<file path="src/rtl/maple_pkg.sv">
// Shared definitions for the Maple bus receive path: FSM encoding,
// start/end pulse counts and datapath widths.
package maple_pkg;

  localparam int MAPLE_BYTE_W  = 8;
  localparam int MAPLE_PULSE_W = 3;

  localparam logic [MAPLE_PULSE_W-1:0] MAPLE_START_PULSES = 3'd4;
  localparam logic [MAPLE_PULSE_W-1:0] MAPLE_END_PULSES   = 3'd2;

  typedef enum logic [2:0] {
    ST_IDLE,
    ST_WAIT_START,
    ST_START_CNT,
    ST_DATA_A,
    ST_DATA_B,
    ST_END_CNT
  } maple_state_t;

endpackage

</file>
<file path="src/rtl/maple_in_sync.sv">
// Two-flop synchronizer with registered edge detect for one Maple line.
// All stages preset to 1 so an idle-high bus produces no events out of reset.
module maple_in_sync (
  input  logic clk,
  input  logic rst,
  input  logic line_in,
  output logic level,
  output logic fall,
  output logic rise
);

  logic meta;
  logic stable;

  // level and the edge flags update together, so a fall event is always
  // seen alongside the new (low) level
  always_ff @(posedge clk or posedge rst) begin
    if (rst) begin
      meta   <= 1'b1;
      stable <= 1'b1;
      level  <= 1'b1;
      fall   <= 1'b0;
      rise   <= 1'b0;
    end else begin
      meta   <= line_in;
      stable <= meta;
      level  <= stable;
      fall   <= level & ~stable;
      rise   <= ~level & stable;
    end
  end

endmodule

</file>
<file path="src/rtl/maple_in.sv">
// Maple bus receiver: start/end pattern detection and MSB-first byte decode.
// Optional running XOR check enabled by defining MAPLE_IN_CHECKSUM_EN.
module maple_in
  import maple_pkg::*;
#(
  parameter int TIMEOUT_TICKS = 255
) (
  input  logic       clk,
  input  logic       rst,
  input  logic       tick,
  input  logic       in_p1,
  input  logic       in_p5,
  input  logic       arm,
  input  logic       abort,
  input  logic       fifo_full,
  output logic [7:0] data,
  output logic       data_valid,
  output logic       status_active,
  output logic       status_done,
  output logic       err_frame,
  output logic       err_overflow,
  output logic       err_timeout,
  output logic [7:0] byte_count,
  output logic       checksum_ok
);

  localparam int TO_W = $clog2(TIMEOUT_TICKS + 1);

  logic p1_level, p1_fall, p1_rise;
  logic p5_level, p5_fall, p5_rise;

  maple_in_sync u_sync_p1 (
    .clk(clk), .rst(rst), .line_in(in_p1),
    .level(p1_level), .fall(p1_fall), .rise(p1_rise)
  );

  maple_in_sync u_sync_p5 (
    .clk(clk), .rst(rst), .line_in(in_p5),
    .level(p5_level), .fall(p5_fall), .rise(p5_rise)
  );

  maple_state_t             state;
  logic [MAPLE_PULSE_W-1:0] pulse_cnt;
  logic [2:0]               bit_cnt;
  logic [MAPLE_BYTE_W-1:0]  shift_reg;
  logic [TO_W-1:0]          to_cnt;
`ifdef MAPLE_IN_CHECKSUM_EN
  logic [MAPLE_BYTE_W-1:0]  xor_acc;
`endif

  logic                    in_frame;
  logic                    any_edge;
  logic                    both_fall;
  logic                    timeout_hit;
  logic                    take_bit;
  logic                    bit_in;
  logic [MAPLE_BYTE_W-1:0] new_byte;

  // In DATA_A the clock is p1 and data rides on p5; DATA_B swaps the roles
  assign in_frame    = (state == ST_START_CNT) || (state == ST_DATA_A) ||
                       (state == ST_DATA_B) || (state == ST_END_CNT);
  assign any_edge    = p1_fall | p1_rise | p5_fall | p5_rise;
  assign both_fall   = p1_fall & p5_fall;
  assign timeout_hit = tick && !any_edge && (to_cnt == TO_W'(TIMEOUT_TICKS - 1));
  assign take_bit    = !both_fall && (((state == ST_DATA_A) && p1_fall) ||
                                      ((state == ST_DATA_B) && p5_fall));
  assign bit_in      = (state == ST_DATA_A) ? p5_level : p1_level;
  assign new_byte    = {shift_reg[MAPLE_BYTE_W-2:0], bit_in};

  always_ff @(posedge clk or posedge rst) begin
    if (rst) begin
      state         <= ST_IDLE;
      pulse_cnt     <= '0;
      bit_cnt       <= '0;
      shift_reg     <= '0;
      to_cnt        <= '0;
      data          <= '0;
      data_valid    <= 1'b0;
      status_active <= 1'b0;
      status_done   <= 1'b0;
      err_frame     <= 1'b0;
      err_overflow  <= 1'b0;
      err_timeout   <= 1'b0;
      byte_count    <= '0;
`ifdef MAPLE_IN_CHECKSUM_EN
      xor_acc       <= '0;
      checksum_ok   <= 1'b0;
`endif
    end else begin
      data_valid <= 1'b0;
      if (abort) begin
        state         <= ST_IDLE;
        status_active <= 1'b0;
      end else if (arm) begin
        state         <= ST_WAIT_START;
        pulse_cnt     <= '0;
        bit_cnt       <= '0;
        shift_reg     <= '0;
        to_cnt        <= '0;
        status_active <= 1'b0;
        status_done   <= 1'b0;
        err_frame     <= 1'b0;
        err_overflow  <= 1'b0;
        err_timeout   <= 1'b0;
        byte_count    <= '0;
`ifdef MAPLE_IN_CHECKSUM_EN
        xor_acc       <= '0;
        checksum_ok   <= 1'b0;
`endif
      end else begin
        if (!in_frame || any_edge) to_cnt <= '0;
        else if (tick)             to_cnt <= to_cnt + 1'b1;

        if (state == ST_WAIT_START) begin
          if (p1_fall && p5_level) begin
            state     <= ST_START_CNT;
            pulse_cnt <= '0;
          end
        end else if (in_frame && (both_fall || timeout_hit)) begin
          // Both error aborts end the frame and report it as done
          state         <= ST_IDLE;
          status_active <= 1'b0;
          status_done   <= 1'b1;
          if (both_fall) err_frame   <= 1'b1;
          else           err_timeout <= 1'b1;
`ifdef MAPLE_IN_CHECKSUM_EN
          checksum_ok   <= 1'b0;
`endif
        end else begin
          case (state)
            ST_START_CNT: begin
              if (p5_fall && pulse_cnt != '1) pulse_cnt <= pulse_cnt + 1'b1;
              if (p1_rise) begin
                if (pulse_cnt == MAPLE_START_PULSES) begin
                  state         <= ST_DATA_A;
                  status_active <= 1'b1;
                end else begin
                  state <= ST_WAIT_START;
                end
              end
            end
            ST_DATA_A: begin
              if (p1_fall) begin
                state <= ST_DATA_B;
              end else if (p5_fall && p1_level) begin
                state     <= ST_END_CNT;
                pulse_cnt <= '0;
              end
            end
            ST_DATA_B: begin
              if (p5_fall) state <= ST_DATA_A;
            end
            ST_END_CNT: begin
              if (p1_fall && pulse_cnt != '1) pulse_cnt <= pulse_cnt + 1'b1;
              if (p5_rise) begin
                state         <= ST_IDLE;
                status_active <= 1'b0;
                status_done   <= 1'b1;
                if ((pulse_cnt != MAPLE_END_PULSES) || (bit_cnt != 3'd0))
                  err_frame <= 1'b1;
`ifdef MAPLE_IN_CHECKSUM_EN
                checksum_ok <= (pulse_cnt == MAPLE_END_PULSES) && (bit_cnt == 3'd0) &&
                               (byte_count != 8'd0) && (xor_acc == '0);
`endif
              end
            end
            default: ;
          endcase
        end

        // Dropped bytes still count and still enter the XOR
        if (take_bit) begin
          shift_reg <= new_byte;
          bit_cnt   <= bit_cnt + 1'b1;
          if (bit_cnt == 3'd7) begin
            data <= new_byte;
            if (byte_count != 8'hFF) byte_count <= byte_count + 1'b1;
            if (fifo_full) err_overflow <= 1'b1;
            else           data_valid   <= 1'b1;
`ifdef MAPLE_IN_CHECKSUM_EN
            xor_acc <= xor_acc ^ new_byte;
`endif
          end
        end
      end
    end
  end

`ifndef MAPLE_IN_CHECKSUM_EN
  assign checksum_ok = 1'b0;
`endif

endmodule

</file>
<file path="config.mk">
export PLATFORM = sky130hd
export DESIGN_NAME = maple_in
export DESIGN_NICKNAME = d
export VERILOG_FILES = /design/src/rtl/maple_pkg.sv /design/src/rtl/maple_in_sync.sv /design/src/rtl/maple_in.sv
export SDC_FILE = /design/constraint.sdc
export NUM_CORES = 1
export LEC_CHECK = 0
export CAP_MARGIN = 20
export CORE_MARGIN = 1
export CORE_UTILIZATION = 51
export CTS_BUF_LIST = sky130_fd_sc_hd__clkbuf_8 sky130_fd_sc_hd__clkbuf_16
export DETAILED_ROUTE_END_ITERATION = 7
export PLACE_DENSITY = 0.73
export SLEW_MARGIN = 20
export SYNTH_ARGS = -nofsm -noshare
export SYNTH_HDL_FRONTEND = slang
export SYNTH_HIERARCHICAL = 1
export SYNTH_SLANG_ARGS = --single-unit
</file>
<file path="constraint.sdc">
create_clock -name clk -period 2.5 [get_ports clk]
set_input_delay 0.375 -clock clk [delete_from_list [all_inputs] [get_ports clk]]
set_output_delay 0.375 -clock clk [all_outputs]
set_load 0.005 [all_outputs]
</file>
==> impl_table.tex, run 1 <==
\begin{tabular}{lr}
\hline
Metric & Value \\
\hline
\multicolumn{2}{l}{\textbf{Setup path}} \\
\quad Worst reg2reg endpoint & err\_frame \\
\quad Element type at the critical path end & flop \\
\quad Required time of the critical path & 2.76 ns \\
\quad Slack of the worst reg-to-reg path & 0.07 ns \\
\quad Setup Crit Path Kind & reg -> reg \\
\quad Beginning of the critical path & state[2] \\
\quad WP data arrival & 2.69 ns \\
\quad Critical Path Fanout Max & 3 \\
\quad Start of the worst register-to-register path & state[2] \\
\quad Number of cells traversed by the worst register-to-register path & 6 \\
\quad Type of origin of the critical path & flop \\
\multicolumn{2}{l}{\textbf{Timing}} \\
\quad FMAX & 412 MHz \\
\quad Worst-Margin Slew & 0.700 ns \\
\quad Final setup skew & 0.0152 ns \\
\quad Post-Route Setup TNS & 0 ns \\
\quad Final Max Slew Viols & 0 \\
\quad Final hold viol count & 0 \\
\quad Slew headroom & 0.530 \\
\quad Final setup fails & 0 \\
\quad Ratio of final minimum period to clock period & 0.971 \\
\quad Tmin final & 2.43 ns \\
\multicolumn{2}{l}{\textbf{Floorplan}} \\
\quad Starting utilization of the core area & 0.529 \\
\quad Die Footprint & 6010 sq um \\
\quad Die boundary height & 77.5 microns \\
\quad Std-Cell Core Area & 5510 sq um \\
\quad Die Span X & 77.5 microns \\
\quad Num ports & 31 \\
\quad Rows & 27 \\
\multicolumn{2}{l}{\textbf{Global routing}} \\
\quad Largest net degree at the start of global routing & 20 \\
\quad Number of global-route vias before repair & 2251 \\
\quad Total routing usage reported by global routing & 0.231 \\
\quad Global-route wire length before repair & 10.9 mm \\
\quad Antenna violations before repair & 0 \\
\quad Final global-route overflow total & 0 \\
\multicolumn{2}{l}{\textbf{Logic synthesis}} \\
\quad Number of warnings issued by yosys & 6 \\
\quad Fraction of registers with async set/reset & 1.00 \\
\quad Sequential cell area fraction in the yosys report & 0.484 \\
\quad Mapped Nets & 312 \\
\quad Number of instances in the synthesized netlist & 293 \\
\quad Proportion of netlist area held by the largest area contributor & 0.430 \\
\quad Synthesized area per cell & 9.93 sq um \\
\quad Top cell type by total area after synthesis & sky130\_fd\_sc\_hd\_\_dfrtp\_1 \\
\quad Cell area after synthesis & 2910 sq um \\
\quad Register bit count reported by yosys & 56 \\
\quad Library cell with the highest instance count after synthesis & sky130\_fd\_sc\_hd\_\_dfrtp\_1 \\
\quad EDFF count, synth & 0 \\
\quad Cell variety after synth & 55 \\
\quad Most common flop cell mapped by yosys & sky130\_fd\_sc\_hd\_\_dfrtp\_1 \\
\quad Top cells by area in the synthesized netlist & sky130\_fd\_sc\_hd\_\_dfrtp\_1 43\%, sky130\_fd\_sc\_hd\_\_dfstp\_2 5.4\%, sky130\_fd\_sc\_hd\_\_ha\_1 4.7\% \\
\quad Leading cell types by count after synthesis & 50 x sky130\_fd\_sc\_hd\_\_dfrtp\_1, 32 x sky130\_fd\_sc\_hd\_\_nand2\_1, 19 x sky130\_fd\_sc\_hd\_\_o21ai\_0, 16 x sky130\_fd\_sc\_hd\_\_nand3\_1, 16 x sky130\_fd\_sc\_hd\_\_nor2\_1 \\
\multicolumn{2}{l}{\textbf{Clock tree}} \\
\quad Clk Tree Root Cell & sky130\_fd\_sc\_hd\_\_clkbuf\_8 \\
\quad Maximum buffer depth of the clock tree & 2 \\
\quad H-tree lvl count & 2 \\
\quad Number of clock sinks & 56 \\
\quad CTS buffer count & 5 \\
\quad Hold buffers post-CTS & 0 \\
\quad CTS tree & built \\
\quad Clock transition at the registers of the reported paths & 0.11 ns \\
\quad Clock latency of the later-clocked register in the worst-skew pair & 0.32 ns \\
\multicolumn{2}{l}{\textbf{Layout}} \\
\quad Synth-to-layout area growth & 20.6\% \\
\quad Diode count & 0 \\
\quad Share of final-layout standard cells stronger than drive strength 1 & 0.160 \\
\quad Final design utilization & 0.637 \\
\quad Nets & 355 \\
\quad Registers with the most flip-flops & byte\_count (8), data (8), to\_cnt (8) \\
\multicolumn{2}{l}{\textbf{Flow run}} \\
\quad Max-cap check violation count & 0 \\
\multicolumn{2}{l}{\textbf{Placement}} \\
\quad Final HPWL from detailed placement & 4.54 mm \\
\quad Port-buffer cells & 29 \\
\quad Final weighted congestion in routability-driven placement & 0.880 \\
\multicolumn{2}{l}{\textbf{Routing}} \\
\quad First DRT Iteration DRCs & 167 \\
\quad Post-detailed-route wirelength per cell & 15.2 microns \\
\quad Drt total wl & 6.22 mm \\
\quad Count of antenna-violating nets left after detailed routing & 0 \\
\quad Total vias in the final route & 2401 \\
\quad Via-per-instance ratio & 5.87 \\
\quad DRC errors left & 0 \\
\quad Number of iterations in the first detailed-routing pass & 7 \\
\multicolumn{2}{l}{\textbf{Run status}} \\
\quad Status & complete, no violations \\
\multicolumn{2}{l}{\textbf{Power}} \\
\quad Cell leakage power & 1.54 nW \\
\quad Power Dens Cells & 552 nW/um\^{}2 \\
\quad Maximum ir drop on the vdd rail & 319 uV \\
\multicolumn{2}{l}{\textbf{Min path}} \\
\quad Class of the tightest hold or removal check & in -> async \\
\hline
\end{tabular}
==> layout make-up <==
class                   instances  area, sq um
fillers                       453         2000
multi-input cells             209         1400
clock inverters                 3         46.3
clock buffers                   5         68.8
inverters                      15         56.3
well taps                      72         90.1
flip-flops and latches         56         1410
repair buffers                 49          440
==> layer usage <==
metal  GRT usage  vias to the layer above  share of wire
li1            -                     1146              -
met3      0.0459                        9          0.050
met1       0.321                     1174           0.47
met5           0                        -              0
met2       0.358                       72           0.47
met4      0.0830                        0          0.013
==> cells by family after synthesis <==
group	share of synthesized area
and+or+nand+nor	0.200
AOI/OAI and AO/OA	0.165
DFF	0.484
buffers and inverters	0.0426
muxes	0.0533
adders and majority gates	0.0473
xor gates and xnor gates	0.00602
other	0.00129
==> report_power, final <==
| part | internal (mW) | total [mW] | switching, mW |
|---|---|---|---|
| registers | 0.952 | 1.01 | 0.0576 |
| clock network | 0.302 | 0.616 | 0.314 |
| logic | 0.147 | 0.309 | 0.163 |
==> repair_timing <==
| item | CTS | global route |
|---|---|---|
| gates resized for setup | 0 | 1 |
| endpoints found under the setup margin | 0 | 1 |
| buffers inserted | 0 | 5 |
==> per-stage QoR <==
stage	instance area, sq um	setup slack (ns)	std cells	power, mW	hold WS, ns
detailed placement	3350	0.0579	396	1.33	0.348
CTS	3460	0.0237	404	1.94	0.322
floorplan	2920	0.0272	293	1.21	0.151
finish	3510	0.0721	409	1.94	0.324
global route	3510	-0.0100	409	2.03	0.353
global placement	3350	0.120	396	1.32	0.348
==> layout by cell type, fill, tap and decap left out, types with 3 or more instances in the layout <==
cell / n
sky130_fd_sc_hd__dfrtp_1: 50
sky130_fd_sc_hd__nand2_1: 32
sky130_fd_sc_hd__clkdlybuf4s50_1: 29
sky130_fd_sc_hd__buf_4: 20
sky130_fd_sc_hd__o21ai_0: 19
sky130_fd_sc_hd__nand3_1: 16
sky130_fd_sc_hd__nor2_1: 16
sky130_fd_sc_hd__a21oi_1: 13
sky130_fd_sc_hd__inv_1: 12
sky130_fd_sc_hd__a22o_1: 10
sky130_fd_sc_hd__ha_1: 10
sky130_fd_sc_hd__nor3_1: 9
sky130_fd_sc_hd__mux2_2: 8
sky130_fd_sc_hd__dfstp_2: 6
sky130_fd_sc_hd__mux2i_1: 5
sky130_fd_sc_hd__nor2b_1: 5
sky130_fd_sc_hd__clkbuf_8: 5
sky130_fd_sc_hd__o21ai_1: 4
sky130_fd_sc_hd__a31oi_1: 4
sky130_fd_sc_hd__nand4_1: 4
sky130_fd_sc_hd__o211ai_1: 4
sky130_fd_sc_hd__or4_1: 4
sky130_fd_sc_hd__or3_1: 3
sky130_fd_sc_hd__and3b_1: 3
sky130_fd_sc_hd__o22ai_1: 3
==> how the worst max path moves through the flow <==
stage                end  slack [ns]  cells past startpoint
2_1_floorplan  err_frame        0.03                      8
3_3_place_gp   err_frame        0.12                      7
3_5_place_dp   err_frame        0.06                      7
4_1_cts        err_frame        0.02                      7
5_1_grt        err_frame       -0.01                      6
6_report       err_frame        0.07                      6
==> worst max-delay path: stages (launching register included) <==
cell	delay [ns]
sky130_fd_sc_hd__dfrtp_1	0.43
sky130_fd_sc_hd__ha_4	0.26
sky130_fd_sc_hd__or4_4	0.52
sky130_fd_sc_hd__or4_4	0.44
sky130_fd_sc_hd__mux2_4	0.32
sky130_fd_sc_hd__a221oi_2	0.24
sky130_fd_sc_hd__a22o_1	0.15
Power figures use the tool's default switching activity.
==> inputs of run 2 (changes only) <==
--- a/config.mk
+++ b/config.mk
@@ -7,10 +7,11 @@
 export LEC_CHECK = 0
 export CAP_MARGIN = 20
 export CORE_MARGIN = 1
-export CORE_UTILIZATION = 51
+export CORE_UTILIZATION = 30
 export CTS_BUF_LIST = sky130_fd_sc_hd__clkbuf_8 sky130_fd_sc_hd__clkbuf_16
 export DETAILED_ROUTE_END_ITERATION = 7
-export PLACE_DENSITY = 0.73
+export MAX_ROUTING_LAYER = met4
+export PLACE_DENSITY = 0.46
 export SLEW_MARGIN = 20
 export SYNTH_ARGS = -nofsm -noshare
 export SYNTH_HDL_FRONTEND = slang
==> impl_table.tex, run 2 (same netlist as run 1, synthesis figures left out) <==
\begin{tabular}{lr}
\hline
Metric & Value \\
\hline
\multicolumn{2}{l}{\textbf{Setup path}} \\
\quad Critical Path Fanout Max & 6 (was 3) \\
\quad Element type at the critical path end & flop (unchanged) \\
\quad Setup Crit Path Kind & reg -> reg (unchanged) \\
\quad Start of the worst register-to-register path & state[1] (was state[2]) \\
\quad Worst reg2reg endpoint & err\_frame (unchanged) \\
\quad Type of origin of the critical path & flop (unchanged) \\
\quad Number of cells traversed by the worst register-to-register path & 7 (was 6) \\
\quad WP data arrival & 2.61 ns (was 2.69 ns) \\
\quad Slack of the worst reg-to-reg path & 0.14 ns (was 0.07 ns) \\
\quad Required time of the critical path & 2.75 ns (was 2.76 ns) \\
\multicolumn{2}{l}{\textbf{Clock tree}} \\
\quad Hold buffers post-CTS & 0 (unchanged) \\
\quad Clock transition at the registers of the reported paths & 0.11 ns (about the same) \\
\quad Buffer count from post-CTS setup fixing & 0 (unchanged) \\
\quad Number of clock sinks & 56 (unchanged) \\
\quad Clk Tree Root Cell & sky130\_fd\_sc\_hd\_\_clkbuf\_8 (unchanged) \\
\quad Clock latency of the later-clocked register in the worst-skew pair & 0.31 ns (was 0.32 ns) \\
\quad H-tree lvl count & 2 (unchanged) \\
\quad CTS buffer count & 5 (unchanged) \\
\quad CTS tree & built (unchanged) \\
\quad Maximum buffer depth of the clock tree & 2 (unchanged) \\
\quad Post-cts gate resize count & 0 (unchanged) \\
\multicolumn{2}{l}{\textbf{Layout}} \\
\quad Leading cell type in the layout, fill and taps excluded & sky130\_fd\_sc\_hd\_\_dfrtp\_1 (unchanged) \\
\quad Synth-to-layout area growth & 21.4\% (was 20.6\%) \\
\quad Registers with the most flip-flops & byte\_count (8), data (8), to\_cnt (8) (unchanged) \\
\quad Number of fill cells & 965 (was 453) \\
\quad Diode count & 0 (unchanged) \\
\quad Final design utilization & 0.379 (was 0.637) \\
\quad Top library cells by usage in the layout, fill and taps aside & 50 x sky130\_fd\_sc\_hd\_\_dfrtp\_1, 32 x sky130\_fd\_sc\_hd\_\_nand2\_1, 29 x sky130\_fd\_sc\_hd\_\_clkdlybuf4s50\_1 (unchanged) \\
\quad Post-route design area & 3530 sq um (was 3510 sq um) \\
\quad Share of final-layout standard cells stronger than drive strength 1 & 0.150 (was 0.160) \\
\quad Nets & 351 (was 355) \\
\multicolumn{2}{l}{\textbf{Timing}} \\
\quad RSZ-0062 raised after global routing & false \\
\quad FMAX & 425 MHz (was 412 MHz) \\
\quad Worst path setup slack after routing & 0.144 ns (was 0.0721 ns) \\
\quad Final setup skew & 0.0103 ns (was 0.0152 ns) \\
\quad Ratio of final minimum period to clock period & 0.942 (was 0.971) \\
\quad Final Max Slew Viols & 0 (unchanged) \\
\quad Final hold viol count & 0 (unchanged) \\
\quad Final setup fails & 0 (unchanged) \\
\quad Tmin final & 2.36 ns (was 2.43 ns) \\
\quad Slew headroom & 0.515 (was 0.530) \\
\quad Worst-Margin Slew & 0.723 ns (was 0.700 ns) \\
\quad Post-Route Setup TNS & 0 ns (unchanged) \\
\multicolumn{2}{l}{\textbf{Routing}} \\
\quad Drt total wl & 6.59 mm (was 6.22 mm) \\
\quad Post-detailed-route wirelength per cell & 14.3 microns (was 15.2 microns) \\
\quad Via-per-instance ratio & 4.98 (was 5.87) \\
\quad Total vias in the final route & 2301 (was 2401) \\
\quad Count of antenna-violating nets left after detailed routing & 0 (unchanged) \\
\quad First DRT Iteration DRCs & 158 (was 167) \\
\quad DRC errors left & 0 (unchanged) \\
\quad Number of iterations in the first detailed-routing pass & 4 (was 7) \\
\multicolumn{2}{l}{\textbf{Global routing}} \\
\quad Global-route wire length before repair & 11.6 mm (was 10.9 mm) \\
\quad Peak-usage layer in the global routing report & met2 (unchanged) \\
\quad Largest net degree at the start of global routing & 32 (was 20) \\
\quad Antenna violations before repair & 0 (unchanged) \\
\quad Met1 capacity usage during global routing & 0.212 (was 0.321) \\
\quad Total routing usage reported by global routing & 0.149 (was 0.231) \\
\quad Final global-route overflow total & 0 (unchanged) \\
\quad Number of global-route vias before repair & 2328 (was 2251) \\
\quad Global routing usage on met2 & 0.220 (was 0.358) \\
\quad Global routing usage on met3 & 0.0236 (was 0.0459) \\
\multicolumn{2}{l}{\textbf{Floorplan}} \\
\quad Rows & 35 (was 27) \\
\quad Die Span X & 100 microns (was 77.5 microns) \\
\quad Die Footprint & 10100 sq um (was 6010 sq um) \\
\quad Num ports & 31 (unchanged) \\
\quad Starting utilization of the core area & 0.312 (was 0.529) \\
\quad Std-Cell Core Area & 9330 sq um (was 5510 sq um) \\
\quad Die boundary height & 100 microns (was 77.5 microns) \\
\multicolumn{2}{l}{\textbf{Placement}} \\
\quad Port-buffer cells & 29 (unchanged) \\
\quad Placed cell areas & 3440 sq um (was 3350 sq um) \\
\quad Final weighted congestion in routability-driven placement & 0.795 (was 0.880) \\
\quad Final HPWL from detailed placement & 4.85 mm (was 4.54 mm) \\
\quad Worst setup timing slack at the placement stage & 0.0626 ns (was 0.0579 ns) \\
\multicolumn{2}{l}{\textbf{Power}} \\
\quad Power Dens Cells & 518 nW/um\^{}2 (was 552 nW/um\^{}2) \\
\quad Cell leakage power & 1.51 nW (was 1.54 nW) \\
\quad Maximum ir drop on the vdd rail & 218 uV (was 319 uV) \\
\quad Power Total & 1.83 mW (was 1.94 mW) \\
\multicolumn{2}{l}{\textbf{Flow run}} \\
\quad Max-cap check violation count & 0 (unchanged) \\
\multicolumn{2}{l}{\textbf{Min path}} \\
\quad Class of the tightest hold or removal check & in -> async (unchanged) \\
\multicolumn{2}{l}{\textbf{Run status}} \\
\quad Status & complete, no violations (unchanged) \\
\hline
\end{tabular}
[run 2: cell types whose count changed in the layout (fill, tap and decap cells not counted)]
cell	previous run	this run
sky130_fd_sc_hd__buf_12	0	1
sky130_fd_sc_hd__buf_4	20	15
sky130_fd_sc_hd__bufinv_16	1	0
sky130_fd_sc_hd__clkinv_4	0	1
sky130_fd_sc_hd__clkinvlp_4	1	2
sky130_fd_sc_hd__inv_6	1	0
sky130_fd_sc_hd__nor4_2	0	1
sky130_fd_sc_hd__nor4_4	1	0
[run 2: cell type report]
| type | instances | area (sq um) | area share |
|---|---|---|---|
| flip-flops and latches | 56 | 1410 | 0.399 |
| multi-input cells | 209 | 1390 | 0.394 |
| repair buffers | 45 | 423 | 0.120 |
| well taps | 129 | 161 | 0.0457 |
| clock buffers | 5 | 68.8 | 0.0195 |
| inverters | 15 | 56.3 | 0.0159 |
| clock inverters | 3 | 23.8 | 0.00673 |
[run 2: layer usage]
metal	wire (microns)	vias up
met5	0	-
met4	51	0
met2	2910	48
met3	219	4
met1	3410	1116
li1	-	1133
[run 2: per-stage QoR]
step                      cells  hold WS, ns
final                       462        0.330
after floorplan             293        0.151
after global placement      454        0.347
after global routing        462        0.342
after CTS                   462        0.326
after detailed placement    454        0.348
[run 2: how the worst max path moves through the flow]
stage | slack [ns] | to | from | depth (start not counted)
finish | 0.14 | err_frame | state[1] | 7
global route | 0.07 | err_frame | state[1] | 7
CTS | 0.04 | err_frame | state[1] | 7
detailed placement | 0.06 | err_frame | state[1] | 7
global placement | 0.11 | err_frame | state[1] | 7
floorplan | 0.03 | err_frame | state[1] | 8
[run 2: critical path, cell delays in order, from the launching register on]
cell and delay (ns):
sky130_fd_sc_hd__dfrtp_1 0.40, sky130_fd_sc_hd__inv_2 0.08, sky130_fd_sc_hd__ha_4 0.22, sky130_fd_sc_hd__or4_4 0.46, sky130_fd_sc_hd__or4_4 0.46, sky130_fd_sc_hd__mux2_4 0.32
sky130_fd_sc_hd__a221oi_2 0.22, sky130_fd_sc_hd__a22o_1 0.15
[run 2: report_power, final]
| group | internal (mW) | switching, mW | total [mW] |
|---|---|---|---|
| Sequential | 0.952 | 0.0615 | 1.01 |
| Combinational | 0.143 | 0.159 | 0.302 |
| Clock | 0.200 | 0.313 | 0.512 |
| Total | 1.29 | 0.533 | 1.83 |
